## config.mk

```make
export PLATFORM = sky130hd
export DESIGN_NAME = core_lsu_rsp_queue
export DESIGN_NICKNAME = d
export VERILOG_FILES = /design/src/rtl/core_lsu_rsp_queue.sv
export SDC_FILE = /design/constraint.sdc
export NUM_CORES = 1
export LEC_CHECK = 0
export ABC_CLOCK_PERIOD_IN_PS = 11340
export CORE_UTILIZATION = 42
export DETAILED_ROUTE_END_ITERATION = 6
export PLACE_DENSITY = 0.65
export SYNTH_ARGS = -nofsm -noshare
export SYNTH_HDL_FRONTEND = slang
export SYNTH_SLANG_ARGS = --single-unit
```

## constraint.sdc

```tcl
create_clock -name g_clk -period 11.34 [get_ports g_clk]
set_clock_uncertainty 0.15 [all_clocks]
set_input_delay 3.402 -clock g_clk [delete_from_list [all_inputs] [get_ports g_clk]]
set_output_delay 3.402 -clock g_clk [all_outputs]
set_load 0.05 [all_outputs]
```

## src/rtl/core_lsu_rsp_queue.sv

```systemverilog
// In-order tracker for outstanding dmem accesses; formats load data
// from the oldest completed entry and hands it to GPR writeback.
module core_lsu_rsp_queue #(
    parameter int XLEN       = 64,
    parameter int DEPTH      = 2,
    parameter int REG_ADDR_W = 5,
    localparam int OFF_W     = $clog2(XLEN / 8),
    localparam int CNT_W     = $clog2(DEPTH) + 1
) (
    input  logic                  g_clk,
    input  logic                  g_reset,
    input  logic                  req_valid,
    output logic                  req_ready,
    input  logic                  req_load,
    input  logic [REG_ADDR_W-1:0] req_rd,
    input  logic [OFF_W-1:0]      req_offset,
    input  logic [1:0]            req_size,
    input  logic                  req_sext,
    input  logic                  flush,
    input  logic                  rsp_valid,
    input  logic                  rsp_err,
    input  logic [XLEN-1:0]       rsp_rdata,
    output logic                  rsp_unexpected,
    output logic                  wb_valid,
    input  logic                  wb_ready,
    output logic                  wb_load,
    output logic [REG_ADDR_W-1:0] wb_rd,
    output logic [XLEN-1:0]       wb_data,
    output logic                  wb_err,
    output logic [CNT_W-1:0]      count
);

    localparam int AW = (DEPTH > 1) ? $clog2(DEPTH) : 1;

    logic                  load_q   [DEPTH];
    logic                  load_d   [DEPTH];
    logic [REG_ADDR_W-1:0] rd_q     [DEPTH];
    logic [REG_ADDR_W-1:0] rd_d     [DEPTH];
    logic [OFF_W-1:0]      off_q    [DEPTH];
    logic [OFF_W-1:0]      off_d    [DEPTH];
    logic [1:0]            size_q   [DEPTH];
    logic [1:0]            size_d   [DEPTH];
    logic                  sext_q   [DEPTH];
    logic                  sext_d   [DEPTH];
    logic                  done_q   [DEPTH];
    logic                  done_d   [DEPTH];
    logic                  err_q    [DEPTH];
    logic                  err_d    [DEPTH];
    logic                  killed_q [DEPTH];
    logic                  killed_d [DEPTH];
    logic [XLEN-1:0]       data_q   [DEPTH];
    logic [XLEN-1:0]       data_d   [DEPTH];

    // Pointers carry a wrap bit so that tail - head spans 0..DEPTH.
    logic [CNT_W-1:0] head_q, head_d;
    logic [CNT_W-1:0] rsp_q, rsp_d;
    logic [CNT_W-1:0] tail_q, tail_d;
    logic             unexp_q, unexp_d;

    logic [AW-1:0]    head_i, rsp_i, tail_i;
    logic             head_done, wb_fire, push, pop, match;
    logic [XLEN-1:0]  shifted, mask, fmt;
    logic [1:0]       esize;
    logic             msb;

    function automatic logic [AW-1:0] idx(input logic [CNT_W-1:0] p);
        return AW'(p & CNT_W'(DEPTH - 1));
    endfunction

    assign head_i = idx(head_q);
    assign rsp_i  = idx(rsp_q);
    assign tail_i = idx(tail_q);

    assign count     = tail_q - head_q;
    assign req_ready = (count != CNT_W'(DEPTH));
    assign head_done = done_q[head_i] && (count != '0);
    assign wb_fire   = head_done && !killed_q[head_i];
    assign push      = req_valid && req_ready;
    assign pop       = (wb_fire && wb_ready) || (head_done && killed_q[head_i]);
    assign match     = rsp_valid && (rsp_q != tail_q);

    always_comb begin
        load_d   = load_q;
        rd_d     = rd_q;
        off_d    = off_q;
        size_d   = size_q;
        sext_d   = sext_q;
        done_d   = done_q;
        err_d    = err_q;
        killed_d = killed_q;
        data_d   = data_q;
        head_d   = head_q;
        rsp_d    = rsp_q;
        tail_d   = tail_q;
        unexp_d  = rsp_valid && !match;

        if (match) begin
            done_d[rsp_i] = 1'b1;
            err_d[rsp_i]  = rsp_err;
            data_d[rsp_i] = rsp_rdata;
            rsp_d         = rsp_q + 1'b1;
        end
        // Free slots may be marked too; a push always clears the flag.
        if (flush) begin
            for (int i = 0; i < DEPTH; i++) killed_d[i] = 1'b1;
        end
        if (pop) head_d = head_q + 1'b1;
        if (push) begin
            load_d[tail_i]   = req_load;
            rd_d[tail_i]     = req_rd;
            off_d[tail_i]    = req_offset;
            size_d[tail_i]   = req_size;
            sext_d[tail_i]   = req_sext;
            done_d[tail_i]   = 1'b0;
            err_d[tail_i]    = 1'b0;
            killed_d[tail_i] = 1'b0;
            tail_d           = tail_q + 1'b1;
        end
    end

    always_comb begin
        shifted = data_q[head_i] >> {off_q[head_i], 3'b000};
        esize   = size_q[head_i];
        if (XLEN == 32 && esize == 2'd3) esize = 2'd2;
        mask = '1;
        msb  = 1'b0;
        case (esize)
            2'd0: begin
                mask = XLEN'(8'hFF);
                msb  = shifted[7];
            end
            2'd1: begin
                mask = XLEN'(16'hFFFF);
                msb  = shifted[15];
            end
            2'd2: begin
                mask = XLEN'(32'hFFFF_FFFF);
                msb  = shifted[31];
            end
            default: begin
                mask = '1;
                msb  = 1'b0;
            end
        endcase
        fmt = (shifted & mask) | ({XLEN{sext_q[head_i] & msb}} & ~mask);
    end

    assign wb_valid       = wb_fire;
    assign wb_load        = wb_fire && load_q[head_i];
    assign wb_rd          = wb_fire ? rd_q[head_i] : '0;
    assign wb_err         = wb_fire && err_q[head_i];
    assign wb_data        = (wb_fire && load_q[head_i]) ? fmt : '0;
    assign rsp_unexpected = unexp_q;

    always_ff @(posedge g_clk or posedge g_reset) begin
        if (g_reset) begin
            for (int i = 0; i < DEPTH; i++) begin
                load_q[i]   <= 1'b0;
                rd_q[i]     <= '0;
                off_q[i]    <= '0;
                size_q[i]   <= '0;
                sext_q[i]   <= 1'b0;
                done_q[i]   <= 1'b0;
                err_q[i]    <= 1'b0;
                killed_q[i] <= 1'b0;
                data_q[i]   <= '0;
            end
            head_q  <= '0;
            rsp_q   <= '0;
            tail_q  <= '0;
            unexp_q <= 1'b0;
        end else begin
            load_q   <= load_d;
            rd_q     <= rd_d;
            off_q    <= off_d;
            size_q   <= size_d;
            sext_q   <= sext_d;
            done_q   <= done_d;
            err_q    <= err_d;
            killed_q <= killed_d;
            data_q   <= data_d;
            head_q   <= head_d;
            rsp_q    <= rsp_d;
            tail_q   <= tail_d;
            unexp_q  <= unexp_d;
        end
    end

endmodule

```

**Yosys cells after proc, flatten, opt, wreduce, memory -nomap -nowiden**

Cells that the tools add are included.

- Add/subtract/negate cells: 4
- Magnitude comparators: 5
- Equal/unequal tests: 4
- Shift operators: 1
- Multiplexer cells: 56
- Bitwise operators: 13
- Reductions and logical operators: 16

Operator list:

| kind | number |
|---|---|
| $mux 64 | 5 |
| $pmux 64 s3 | 1 |
| $and 64x64->64 | 2 |
| $bwmux 128 | 1 |
| $demux 64 s1 | 1 |
| $not 64->64 | 1 |
| $or 64x64->64 | 1 |
| $shr 64x6->64 | 1 |
| $mux 5 | 5 |
| $mux 2 | 10 |
| $mux 1 | 17 |
| $mux 3 | 4 |
| $logic_and 1x1->1 | 11 |
| $bwmux 10 | 1 |
| $add 2x1->2 const B | 3 |
| $and 2x2->2 | 3 |
| $bwmux 2 | 3 |
| $bwmux 6 | 1 |
| $ge 2x2->1 const B | 3 |
| $not 1->2 | 3 |
| $demux 5 s1 | 1 |
| $bwmux 4 | 1 |
| $lt 2x1->1 const B | 2 |
| $demux 3 s1 | 1 |
| 15 further kinds | 17 |

- Flip-flop bits (word level): 165
- Input bits: 83
- Word-level logic and storage cells: 121

**Depth between registers and ports, before layout**

Gate-level depths: netlist of run 1.

- Depth in word-level cells: 10
- Depth in mapped cells: 12

**Least setup slack after synthesis of run 1**

OpenSTA, ideal clock, no wires.

- Path kind: flip-flop to output port
- Start point: reg tail_q[0]
- End point: out wb_data[7]
- Arrival: 2,872 ps
- Data required time: 7,788 ps
- Slack: 4,916 ps
- Cell stages (with the launch flop): 9
- Path through: dfrtp_1 > clkbuf_1 > inv_1 > ha_1 > xnor3_1 > nand2_2 > nand2_2 > buf_2 > nor4_1

- Longest elaborated chain between the ends: 6

Ends and longest elaborated chain:

| what | RTL line | source |
|---|---|---|
| from (decl) | 57 | `logic [CNT_W-1:0] tail_q, tail_d;` |
| from (signal assigned) | 184 | `tail_q <= tail_d;` |
| $sub 2x2->2 | 74 | `assign count = tail_q - head_q;` |
| $reduce_bool 2->1 | 76 | `assign head_done = done_q[head_i] && (count != '0);` |
| $logic_and 1x1->1 | 76 |  |
| $logic_and 1x1->1 | 77 | `assign wb_fire = head_done && !killed_q[head_i];` |
| $logic_and 1x1->1 | 152 | `assign wb_data = (wb_fire && load_q[head_i]) ? fmt : '0;` |
| $mux 64 | 152 |  |
| to (decl) | 28 | `output logic [XLEN-1:0] wb_data,` |

No other way between the ends.

**Worst setup path after layout of run 1**

- Start point: reg head_q[0]
- End point: out wb_data[39]

- Longest elaborated chain between the ends: 10
- Elaborated cells between the ends (all ways): 40

Ends and longest elaborated chain:

| what | RTL line | source |
|---|---|---|
| from (decl) | 55 | `logic [CNT_W-1:0] head_q, head_d;` |
| from (signal assigned) | 168 | `head_q <= '0;` |
| from (signal assigned) | 182 | `head_q <= head_d;` |
| $not 1->2 (implied by the code) | -- |  |
| $mux 64 (implied by the code), or another cell as far along (3 in series) | 122 | `shifted = data_q[head_i] >> {off_q[head_i], 3'b000};` |
| $shr 64x6->64, or another cell as far along | 122 |  |
| $pmux 1 s3 or $pmux 64 s3 (tied branches) | 127 | `case (esize)` |
| $and 1x1->1 or $not 64->64 (tied branches) | 145 | `fmt = (shifted & mask) \| ({XLEN{sext_q[head_i] & msb}} & ~mask);` |
| $and 64x64->64 | 145 |  |
| $or 64x64->64 | 145 |  |
| $mux 64 (*) | 152 |  |

Mark *: on every way between the ends. The rest lies on a longest branch, timed or not. The select of a mux whose other input is x is not followed.

==> results of run 1 <==
## cell usage in the layout (no fill, tap or decap), types with 7 or more instances in the layout
| cell type | Yosys | layout |
|---|---|---|
| sky130_fd_sc_hd__nor3_1 | 13 | 13 |
| sky130_fd_sc_hd__mux2i_1 | 97 | 95 |
| sky130_fd_sc_hd__nand2_1 | 82 | 82 |
| sky130_fd_sc_hd__mux4_2 | 16 | 16 |
| sky130_fd_sc_hd__o211ai_1 | 9 | 9 |
| sky130_fd_sc_hd__a21oi_1 | 21 | 20 |
| sky130_fd_sc_hd__buf_4 | 7 | 13 |
| sky130_fd_sc_hd__nor2b_1 | 8 | 8 |
| sky130_fd_sc_hd__o22a_1 | 7 | 7 |
| sky130_fd_sc_hd__clkdlybuf4s50_1 | 0 | 158 |
| sky130_fd_sc_hd__mux2_2 | 172 | 172 |
| sky130_fd_sc_hd__a22oi_1 | 7 | 7 |
| sky130_fd_sc_hd__nor2_1 | 40 | 40 |
| sky130_fd_sc_hd__o221ai_1 | 7 | 7 |
| sky130_fd_sc_hd__a211oi_1 | 24 | 24 |
| sky130_fd_sc_hd__clkbuf_16 | 0 | 17 |
| sky130_fd_sc_hd__dfrtp_1 | 165 | 162 |
| sky130_fd_sc_hd__o21ai_0 | 46 | 46 |
| sky130_fd_sc_hd__inv_1 | 10 | 9 |
| sky130_fd_sc_hd__o22ai_1 | 7 | 7 |
| sky130_fd_sc_hd__inv_6 | 0 | 7 |
| sky130_fd_sc_hd__nand3_1 | 31 | 31 |
## flip-flops by register name, indices dropped and copies added, names as in the netlist
| signal | cells |
|---|---|
| rsp_q | 2 |
| rsp_unexpected | 1 |
| sext_q | 2 |
| killed_q | 2 |
| err_q | 2 |
| off_q | 6 |
| size_q | 4 |
| data_q | 128 |
| load_q | 2 |
| head_q | 2 |
| rd_q | 10 |
| tail_q | 2 |
| done_q | 2 |
## critical path, delay by kind of cell, from the launching register on
family | cells | cell delay (ns)
compound gates | 1 | 0.29
simple gates | 5 | 1.61
flops | 1 | 0.74
xor+xnor | 1 | 0.26
buf+inv | 3 | 1.65
fa+ha+maj | 1 | 0.27
## power groups by stage
stage	Sequential, uW	Combinational (uW)	Clock [uW]
after floorplan	1060	1880	0
after global placement	1200	2380	0
after detailed placement	1210	2390	0
after CTS	1200	2410	643
after global routing	1250	2580	667
final	1210	2420	634
## stage by stage
stage	util [%]	cells	power (uW)	instance area [sq um]
after floorplan	-	881	2930	9760
final	53.5	1303	4260	12100
after CTS	53.5	1303	4250	12100
after global routing	53.5	1303	4500	12100
after detailed placement	50.7	1271	3610	11500
after global placement	50.7	1271	3580	11500
## per-layer routing
layer	share of wire (%)	up-vias	global-route usage, %	wire [microns]
met5	0	-	0	0
met4	2.4	0	7.50	690
met3	6.8	40	4.74	1950
met2	47	335	39.8	13500
met1	44	3910	33.1	12500
li1	-	3493	-	-
## final cells by class
cell class | count | area (sq um) | share of cell area [%]
clock buffers | 17 | 425 | 3.50
clock inverters | 15 | 213 | 1.75
inverters | 13 | 53.8 | 0.443
multi-input cells | 637 | 5280 | 43.5
flip-flops and latches | 165 | 4140 | 34.1
well taps | 285 | 357 | 2.94
repair buffers | 171 | 1680 | 13.8
## kinds of logic after synthesis
| logic type | count (synthesis) | share of synthesized area [%] |
|---|---|---|
| adder cells (fa/ha/maj) | 1 | 0.128 |
| AND/OR/NAND/NOR | 194 | 9.05 |
| buffers and inverters | 79 | 3.82 |
| flip-flops | 165 | 42.3 |
| XOR/XNOR | 8 | 0.859 |
| AO/OA/AOI/OAI | 145 | 9.76 |
| multiplexers | 289 | 34.1 |
## final timing paths
path	cells past startpoint	to
worst max-delay path	11	wb_data[39]
worst min-delay path	1	data_q[67]
worst max register to register	7	size_q[1]
worst min register to register	1	data_q[67]
max in group asynchronous	3	head_q[0]
min in group asynchronous	2	data_q[4]
==> metrics.txt, run 1 <==
share of Yosys cell area claimed by the top area cell type between 40% and 50%; Num Clock Sinks 165; Worst Hold Slack 0.352 ns; overall routed net length 28.6 mm; crit-path max cell delay 1.01 ns; Pwr per Cell Area about 350 nW/um^2; worst vdd ir slightly above 200 uV; clock network latency to the later pin of the worst-skew pair between 0.4 and 0.5 ns; via count of the first global-routing pass 7708; number of hold violations in the final report 0; most instantiated library cell after synthesis sky130_fd_sc_hd__mux2_2; die width 154 microns; Yosys warning total 0; worst min-delay path class reg -> reg; Pre-antenna DRT Iters 5; fraction of power consumed by sequential logic 28.3%; launching element type of the critical path flip-flop; Floorplan Core Area 22700 sq um; Inserted Diodes 0; crit-path most repeated cell sky130_fd_sc_hd__nand2_2; height of the die 154 microns; accumulated negative setup slack 0 ns; CTS HTree Levels 4; post-CTS repair timing setup buffer count 0; ordered cell list for the critical path buf_4, ha_1, xnor3_1, nand2_2, nand2_2, inv_2, nand2_2, nor2_1, o21ai_0, nand3_1, clkdlybuf4s50_1; CTS root buf sky130_fd_sc_hd__clkbuf_16; slew margin rel. 10.7%; ys async rst share 100%; worst reg2reg path startpoint head_q[0]; Pint 2340 uW; detailed placer's ending HPWL 20.2 mm; number of buffers inserted by hold repair at cts 0; highest achievable clock rate roughly 110 MHz; setup repair after global routing missed its margin false; clock buffers created by TritonCTS 17; Commonest cells post-synth sky130_fd_sc_hd__mux2_2, sky130_fd_sc_hd__dfrtp_1, sky130_fd_sc_hd__mux2i_1, sky130_fd_sc_hd__nand2_1, sky130_fd_sc_hd__o21ai_0; DR vias slightly below 8000; critical path endpoint category output pin; post-layout min period about 8.8 ns; share of post-route cells with drive strength above 1 25.5%; number of antenna violations at the first check in global routing 0; hold path startpoint data_q[67]; Tot GR Track Use 24.5%; final-report max-slew violation count 0; maximum capacitance violations 0; power share of the clock group roughly 15%; average via count per standard cell 5.97; Switching Share 45.1%; clock-pin slew on the worst setup and hold paths 0.07 ns; crit path launch head_q[0]; TritonCTS clock tree yes; share of power burned in combinational logic 56.8%; result of the run finished, final reports clean; Static Leakage 0.00504 uW; most frequently used flop master after synthesis sky130_fd_sc_hd__dfrtp_1; number of DRC markers in iteration 0 628; Worst Setup Path Type reg -> out; register area share after synthesis 42.3%; count of fill cells added during filler insertion 2015; gp weighted congestion between 0.9 and 1; mean instance size in the synthesized netlist ~11 sq um; number of setup violations in the final report 0; DIE AREA 23800 sq um; pre-CTS setup slack 3.05 ns; Wirelength per Cell 22.0 microns; Post-route DRC 0; flop2flop setup slack 7.94 ns; starting density of the core 43.0%; maximum fanout encountered on the critical timing path 56; post-synth net total 965; Syn-to-layout area delta 24.4%; Detail Route Antenna Nets 0; biggest area consumer among synthesized cells sky130_fd_sc_hd__dfrtp_1; Period Utilization, post-route between 70% and 80%; remaining global-route overflow 0; post-layout net count 1089; data arrival at the endpoint of the critical path 5.29 ns; CTS Buffer Depth 2; num ports 159; worst-path cell with the longest stage delay sky130_fd_sc_hd__nor2_1; Synth cell types 57; wire length of the first global-routing pass 44.3 mm; row count 55; worst setup margin 2.50 ns; Post-Synthesis Cell Area 9760 sq um; required time of the critical path a little under 8 ns; PortBufs 158; switching power summed over all nets slightly below 2000 uW; number of flops mapped to enable cells by yosys 0; pin count of the biggest net entering global routing 110; Yosys reg bits roughly 170; slew at the pin closest to its max-slew limit 1.34 ns; cell types with the largest area share after synthesis sky130_fd_sc_hd__dfrtp_1, sky130_fd_sc_hd__mux2_2, sky130_fd_sc_hd__mux2i_1; count of instances resized after the clock tree is built 0; post-synthesis cell count 881
(Power assumes the default switching activity.)
==> inputs of run 2 (changes only) <==
ABC_CLOCK_PERIOD_IN_PS = 7200   (was 11340)
PLACE_DENSITY = 0.68   (was 0.65)
clock period = 7.2 ns   (was 11.34 ns; I/O delays follow)
==> run 2 against run 1 <==
Effect of this change:
- worst hold slack worse by 0.0043 ns
- highest routed layer unchanged
- register-to-register slack worse by 3.6 ns
- cell area down 0.64%
- largest power group unchanged
- sequential share of layout area up 0.22 points
- non-clock buffer count up 4
- sequential power up 59%
- largest cell class unchanged
==> metrics.txt, run 2 (synthesis results as in run 1) <==
required time of the critical path 4.89 ns; row count 55; Pwr per Cell Area 544 nW/um^2; count of instances resized after the clock tree is built 0; data arrival at the endpoint of the critical path approximately 4.4 ns; slew margin rel. 30.6%; DR vias between 7000 and 8000; number of DRC markers in iteration 0 615; Floorplan Core Area 22700 sq um; height of the die 154 microns; num ports 159; register ranked first by flip-flop count data_q; clock network latency to the later pin of the worst-skew pair 0.43 ns; Detail Route Antenna Nets 0; most frequent cells in the layout sky130_fd_sc_hd__mux2_2, sky130_fd_sc_hd__dfrtp_1, sky130_fd_sc_hd__clkdlybuf4s50_1; top cell family by delay on the critical path buffers and inverters; number of setup violations in the final report 0; crit-path max cell delay 0.85 ns; largest registers data_q: 128 flops, rd_q: 10 flops, off_q: 6 flops; launching element type of the critical path flip-flop; worst setup margin approximately 0.5 ns; highest achievable clock rate 149 MHz; Static Leakage between 0.005 and 0.006 uW; Cells on Worst Hold Path 1; Tot Pwr 6570 uW; flop2flop setup slack 4.38 ns; worst-path cell with the longest stage delay sky130_fd_sc_hd__clkdlybuf4s50_1; maximum fanout encountered on the critical timing path 52; PortBufs 158; Post-route DRC 0; maximum capacitance violations 0; final-report max-slew violation count 0; flip-flop count of the largest register after layout 128; setup repair after global routing missed its margin false; Worst Setup Path Type reg -> out; Buf+Inv Stages, Crit Path 2; via count of the first global-routing pass 7710; clock buffers created by TritonCTS 17; detailed placer's ending HPWL 20.3 mm; wire length of the first global-routing pass 44.3 mm; gp weighted congestion about 0.9; number of hold violations in the final report 0; die width 154 microns; clock-pin slew on the worst setup and hold paths 0.07 ns; CTS root buf sky130_fd_sc_hd__clkbuf_16; Wirelength per Cell 21.7 microns; Placed Area 11500 sq um; Period Utilization, post-route 93.2%; TritonCTS clock tree yes; most common cell after layout, fill and taps aside sky130_fd_sc_hd__mux2_2; average via count per standard cell ~5.9; pin count of the biggest net entering global routing 74; Num Clock Sinks 165; hold path startpoint head_q[1]; Syn-to-layout area delta 23.6%; Tot GR Track Use 24.6%; worst reg2reg path startpoint head_q[0]; slew at the pin closest to its max-slew limit 1.04 ns; critical path endpoint category output pin; ordered cell list for the critical path buf_4, mux2i_2, o32a_1, a21oi_2, nand3_2, nand3_1, clkdlybuf4s50_1; worst min-delay path class reg -> reg; design area 12100 sq um; share of post-route cells with drive strength above 1 27.2%; result of the run finished, final reports clean; Worst Hold Slack approximately 0.35 ns; accumulated negative setup slack 0 ns; pre-CTS setup slack slightly below 1 ns; number of antenna violations at the first check in global routing 0; number of buffers inserted by hold repair at cts 0; Pre-antenna DRT Iters 6; post-layout min period 6.71 ns; post-CTS repair timing setup buffer count 0; worst reg2reg endpoint off_q[2]; CTS HTree Levels 4; starting density of the core a little over two fifths; reg2reg path depth 6; post-layout net count 1093; overall routed net length 28.3 mm; remaining global-route overflow 0; worst vdd ir roughly 390 uV; CTS Buffer Depth 2; Hold Path Sink head_q[1]; DIE AREA 23800 sq um; Inserted Diodes 0
==> run 2: cell count changes in the layout (fill, tap and decap cells not counted), sizes merged <==
cell           before  now
clkdlybuf4s50     158  141
bufinv              4    2
clkinv              2    6
buf                13   34
clkbuf             17   20
inv                20   14
==> run 2: final cells by class <==
| class | count | area (sq um) |
|---|---|---|
| clock buffer | 20 | 447 |
| fill | 2005 | 10600 |
| tap | 285 | 357 |
| timing repair buffer | 175 | 1670 |
| inverter | 13 | 53.8 |
| multi-input combinational | 637 | 5280 |
| sequential | 165 | 4140 |
| clock inverter | 11 | 129 |
==> run 2: metal layers <==
layer | global-route usage [%] | share of wire (%) | routed length, microns | vias up
li1 | - | - | - | 3492
met3 | 5.32 | 7.0 | 1980 | 35
met2 | 40.0 | 48 | 13600 | 328
met4 | 7.45 | 2.1 | 596 | 0
met1 | 32.8 | 43 | 12100 | 3915
met5 | 0 | 0 | 0 | -
==> run 2: power by group <==
| part | switching [uW] | internal (uW) | leakage [uW] |
|---|---|---|---|
| Combinational | 2060 | 1690 | 0.00284 |
| Sequential | 502 | 1410 | 0.00194 |
| Clock | 382 | 520 | 0.000276 |
| Total | 2950 | 3620 | 0.00506 |
==> run 2: through the flow <==
stage          cells  util (%)
3_5_place_dp    1275      50.6
4_1_cts         1306      53.1
2_1_floorplan    881         -
3_3_place_gp    1275      50.6
5_1_grt         1306      53.1
6_report        1306      53.1
==> run 2: how the worst max path moves through the flow <==
stage | start | slack (ns) | cells past startpoint | to
after floorplan | g_reset | 0.43 | 1 | data_q[0]
after global placement | head_q[0] | 0.99 | 8 | wb_data[9]
after detailed placement | head_q[0] | 0.96 | 7 | wb_data[38]
after CTS | head_q[0] | 0.47 | 7 | wb_data[38]
after global routing | head_q[0] | 0.26 | 7 | wb_data[38]
final | head_q[0] | 0.49 | 7 | wb_data[38]
